**config.mk**
```make
export PLATFORM = sky130hd
export DESIGN_NAME = spi_command_decoder
export DESIGN_NICKNAME = d
export VERILOG_FILES = /design/src/rtl/spi_command_decoder.sv
export SDC_FILE = /design/constraint.sdc
export NUM_CORES = 1
export LEC_CHECK = 0
export BUFFER_PORTS_ARGS = -buffer_cell sky130_fd_sc_hd__buf_2
export CORE_MARGIN = 2
export CORE_UTILIZATION = 30
export CTS_BUF_LIST = sky130_fd_sc_hd__clkbuf_4 sky130_fd_sc_hd__clkbuf_8
export CTS_CLUSTER_DIAMETER = 120
export CTS_CLUSTER_SIZE = 14
export DETAILED_ROUTE_END_ITERATION = 10
export PLACE_DENSITY_LB_ADDON = 0.25
export SYNTH_ARGS = -nofsm -noshare
export SYNTH_HDL_FRONTEND = slang
export SYNTH_SLANG_ARGS = --single-unit
```
**constraint.sdc**
```tcl
create_clock -name clk -period 2.08 [get_ports clk]
set_clock_uncertainty 0.1 [all_clocks]
set_input_delay 0.416 -clock clk [delete_from_list [all_inputs] [get_ports clk]]
set_output_delay 0.416 -clock clk [all_outputs]
set_load 0.01 [all_outputs]
```
**src/rtl/spi_command_decoder.sv**
```systemverilog
// Purpose: decodes 64-bit SPI command words into a pending move, driver settings and a reply word.
// Latency: replies and settings are updated one cycle after the new-word pulse (two cycles after word_received rises).
// Backpressure: a single pending move is held until move_valid && move_ready; a payload that arrives while it is full is dropped and flags error.
//
// Ports:
//   clk, resetn                 - clock, asynchronous active-low reset (deasserted synchronously)
//   word_received               - level, high while a complete word is held by the SPI receiver
//   word_data_received[63:0]    - received word; header command byte is [63:56]
//   word_send_data[63:0]        - reply shifted out during the next SPI word
//   move_valid/move_ready       - move offer handshake towards the motion stage
//   move_increment[31:0]        - signed per-tick increment of the offered move
//   move_duration[31:0]         - tick count of the offered move
//   enable, microsteps[2:0]     - driver settings
//   error                       - sticky: unknown command or dropped move; cleared by a STATUS read
module spi_command_decoder #(
    parameter logic [63:0] VERSION = 64'h0000_0000_0001_0000
) (
    input  logic        clk,
    input  logic        resetn,
    input  logic        word_received,
    input  logic [63:0] word_data_received,
    output logic [63:0] word_send_data,
    output logic        move_valid,
    input  logic        move_ready,
    output logic [31:0] move_increment,
    output logic [31:0] move_duration,
    output logic        enable,
    output logic [2:0]  microsteps,
    output logic        error
);

    localparam logic [7:0] CMD_MOVE      = 8'h01;
    localparam logic [7:0] CMD_ENABLE    = 8'h02;
    localparam logic [7:0] CMD_MICROSTEP = 8'h03;
    localparam logic [7:0] CMD_STATUS    = 8'h0A;
    localparam logic [7:0] CMD_VERSION   = 8'hFE;

    typedef enum logic {
        IDLE,
        PAYLOAD
    } state_t;

    state_t      state, state_nxt;
    logic        rcv_q, rcv_qq;
    logic [63:0] data_q;
    logic        word_pulse;
    logic [7:0]  cmd;
    logic        handshake;

    logic        do_payload, do_enable, do_micro, do_status, do_version, do_unknown;
    logic        load_move, drop_move;
    logic [63:0] status_word;

    // The level is registered twice so a word held high for many cycles
    // yields exactly one pulse; data is registered alongside it.
    assign word_pulse  = rcv_q & ~rcv_qq;
    assign cmd         = data_q[63:56];
    assign handshake   = move_valid & move_ready;
    // A freed slot in the same cycle as the payload still accepts it.
    assign load_move   = do_payload & (~move_valid | handshake);
    assign drop_move   = do_payload & move_valid & ~handshake;
    assign status_word = {CMD_STATUS, 52'b0, move_valid, enable, error, 1'b0};

    // State register
    always_ff @(posedge clk or negedge resetn) begin
        if (!resetn) begin
            state <= IDLE;
        end else begin
            state <= state_nxt;
        end
    end

    // Next-state logic
    always_comb begin
        state_nxt = state;
        case (state)
            IDLE:    if (word_pulse && cmd == CMD_MOVE) state_nxt = PAYLOAD;
            PAYLOAD: if (word_pulse) state_nxt = IDLE;
            default: state_nxt = IDLE;
        endcase
    end

    // Output decode
    always_comb begin
        do_payload = 1'b0;
        do_enable  = 1'b0;
        do_micro   = 1'b0;
        do_status  = 1'b0;
        do_version = 1'b0;
        do_unknown = 1'b0;
        if (word_pulse) begin
            if (state == PAYLOAD) begin
                do_payload = 1'b1;
            end else begin
                case (cmd)
                    CMD_MOVE:      ;
                    CMD_ENABLE:    do_enable  = 1'b1;
                    CMD_MICROSTEP: do_micro   = 1'b1;
                    CMD_STATUS:    do_status  = 1'b1;
                    CMD_VERSION:   do_version = 1'b1;
                    default:       do_unknown = 1'b1;
                endcase
            end
        end
    end

    // Datapath registers
    always_ff @(posedge clk or negedge resetn) begin
        if (!resetn) begin
            rcv_q          <= 1'b0;
            rcv_qq         <= 1'b0;
            data_q         <= '0;
            word_send_data <= '0;
            move_valid     <= 1'b0;
            move_increment <= '0;
            move_duration  <= '0;
            enable         <= 1'b0;
            microsteps     <= '0;
            error          <= 1'b0;
        end else begin
            rcv_q  <= word_received;
            rcv_qq <= rcv_q;
            data_q <= word_data_received;

            // Every word replaces the reply; only STATUS/VERSION leave a non-zero one.
            if (word_pulse) begin
                if (do_status)       word_send_data <= status_word;
                else if (do_version) word_send_data <= VERSION;
                else                 word_send_data <= '0;
            end

            if (do_enable) enable     <= data_q[0];
            if (do_micro)  microsteps <= data_q[2:0];

            // status_word captured the old error above, so clearing here is safe.
            if (do_unknown || drop_move) error <= 1'b1;
            else if (do_status)          error <= 1'b0;

            if (load_move) begin
                move_valid     <= 1'b1;
                move_duration  <= data_q[63:32];
                move_increment <= data_q[31:0];
            end else if (handshake) begin
                move_valid     <= 1'b0;
            end
        end
    end

endmodule

```
==> flow_summary.ini <==
[clock_tree]
post_cts_buffers = 0
path_clk_slew_ns = 0.08
ctsHtreeMaxLevel = 4
cts_buffers = 17
clk_latency_ns = 0.44
clock_path_buffers = 2
cts.root.buffer_cell = clkbuf_8
cts_tree = built
clkSinkCount = 142

[final_layout]
drive_above_1_share = 0.461
final_util = 0.405
syn2layout_area_growth_pct = 33.6
final_area_mm2 = 0.00720
nNetsFinal = 602

[global_routing]
grt_pass1_wl_mm = 17.1
grt_util_all_layers = 0.114
grt_pass1_vias = 3253
antenna_found_initial = 1
grt-ovfl-total = 0
grt_max_degree = 52

[power]
irDropWorstVdd_mv = 0.455
p_int_mw = 4.20
power.density_mw_per_mm2 = 779
fin_total_pwr_mw = 5.61
p_clk_frac = 0.405
switching_share = 0.251
comb_power_share = 0.075
seqPwrFrac = 0.520
p_sw_mw = 1.41
p_leak_nw = 3.75

[timing]
drv_slew = 0
fmax_mhz = 563
rsz0062_at_grt = no
timing.final.ws_setup_ns = 0.304
setup_tns_ns = 0
final.min_clock_period_ns = 1.78
finalCritPeriodShare = 0.854
setup_viol = 0
hold_viol = 0

[synth]
synth_edf_count = 0
ys_ff_latch = 142
synth_common_cells = dfrtp_1, mux2_4, buf_4, buf_12, nand2_1
synth_cell_types = 28
synthCells = 311
synth_area_mm2 = 0.00539
synthFlopType = dfrtp_1
synth_top_area_share = 0.659
syn_area_per_cell_um2 = 17.3
synth.most_common_cell = dfrtp_1
synth_top_area_cell = dfrtp_1
synthTopCellsByArea = dfrtp_1, mux2_4, buf_4
yosysWarnings = 0
synthArstFlopShare = 1.00
seq_area_frac_synth = 0.659

[outcome]
status = completed

[flow_run]
cap_viol_max_count = 0

[placed_design]
port_buffers = 143
dp_hpwl_mm = 6.92
place.gp.congestion = 0.737
place_area_mm2 = 0.00613
place_ws_ns = 0.252

[worst_setup_path]
endpoint_kind = register
critPathKind = register to register
crit_required_ns = 2.29
arrival_ns = 1.99
critPathMaxFanout = 16
cp-start-kind = register

[floorplan]
die_y_um = 138
fp.dieW_um = 138
initial_utilization = 0.303
core_mm2 = 0.0178
num_io_pins = 202
die-area_mm2 = 0.0191
rows = 49

[drt]
routed-via-count = 2995
routed_via_density = 3.85
first_pass_iters = 4
wl_per_cell_um = 13.2
drt_wl_total_mm = 10.2
drt_iter0_drc = 67
drc = 0
final_antenna_net_count = 0

[min_path]
hold_class = primary input to register
==> cell families after synthesis <==
kind of cell    share of synthesized area
flops                               0.659
mux                                 0.186
buf+inv                             0.108
simple gates                       0.0341
compound gates                     0.0123
other cells                      0.000696
==> final cells by class <==
cell class | instances | area, um^2
Clock buffer | 17 | 234
Sequential cell | 142 | 3550
Antenna cell | 1 | 2.50
Tap cell | 229 | 287
Clock inverter | 15 | 175
Multi-Input combinational cell | 159 | 1470
Timing Repair Buffer | 214 | 1480
Fill cell | 1716 | 10600
==> per-stage QoR <==
step | hold WS (ns) | std cells
CTS | 0.130 | 776
global route | 0.181 | 776
detailed placement | 0.293 | 678
global placement | 0.289 | 678
finish | 0.172 | 777
floorplan | 0.0204 | 368
==> cells in the final DEF (no fill, tap or decap) <==
master           n
nor3_4           1
conb_1          58
a211oi_1         1
nor3_2           1
nand3_1          1
mux2_1           5
inv_8            4
clkinvlp_4       1
clkbuf_8        17
o21ai_0          1
dfrtp_1        142
nor3_1           1
buf_6            1
buf_2          142
a21o_1           1
diode_2          1
nor2b_4          1
bufinv_16        2
nand2_1          6
a22o_1           3
buf_12           5
nor2_4           1
nand4_2          1
inv_6            5
clkinv_4         1
o31ai_1          2
mux2_4          63
clkinv_2         2
dlygate4sd3_1   66
nand2b_1         4
nor2_1           3
and4_2           1
or2_4            1
a21oi_1          1
nor4_4           1
and3_4           1
==> path summary, 6_finish.rpt <==
kind | start | to | slack [ns] | cells after the start
setup / recovery | rcv_qq$_DFF_PN0_ | move_duration[1]$_DFFE_PN0P_ | 0.30 | 4
hold / removal | move_ready | move_valid$_DFFE_PN0P_ | 0.17 | 3
setup reg to reg | rcv_qq$_DFF_PN0_ | move_duration[1]$_DFFE_PN0P_ | 0.30 | 4
hold reg to reg | rcv_q$_DFF_PN0_ | rcv_qq$_DFF_PN0_ | 0.31 | 0
max in group asynchronous | resetn | enable$_DFFE_PN0P_ | 0.87 | 3
min in group asynchronous | resetn | data_q[3]$_DFF_PN0_ | 0.37 | 2
==> flip-flops by register name, summed over array words and instances, names as in the netlist, 3 cells and up <==
name	count
microsteps	3
move_duration	32
data_q	64
move_increment	32
word_send_data	5
==> routing by layer <==
layer,part of all wire,global-route usage
met2,0.48,0.177
met4,0.010,0.0387
met5,0,0
met1,0.42,0.140
met3,0.087,0.0533
==> power groups by stage <==
stage	Combinational, mW	Sequential, mW	Clock, mW
3_5_place_dp	0.329	2.97	0
2_1_floorplan	0.203	2.98	0
4_1_cts	0.426	2.92	2.39
3_3_place_gp	0.324	2.97	0
5_1_grt	0.462	2.93	2.52
6_report	0.418	2.92	2.27
==> timing repair <==
item | 4_1_cts | 5_1_grt
resized for setup | 0 | 0
hold buffers | 66 | 0
endpoints found under the hold margin | 114 | 0
==> worst max-delay path, stage by stage, from the launching register on <==
cell	delay, ns
dfrtp_1	0.41
nor2b_4	0.18
and3_4	0.39
buf_12	0.22
mux2_1	0.33
Power figures use the tool's default switching activity.
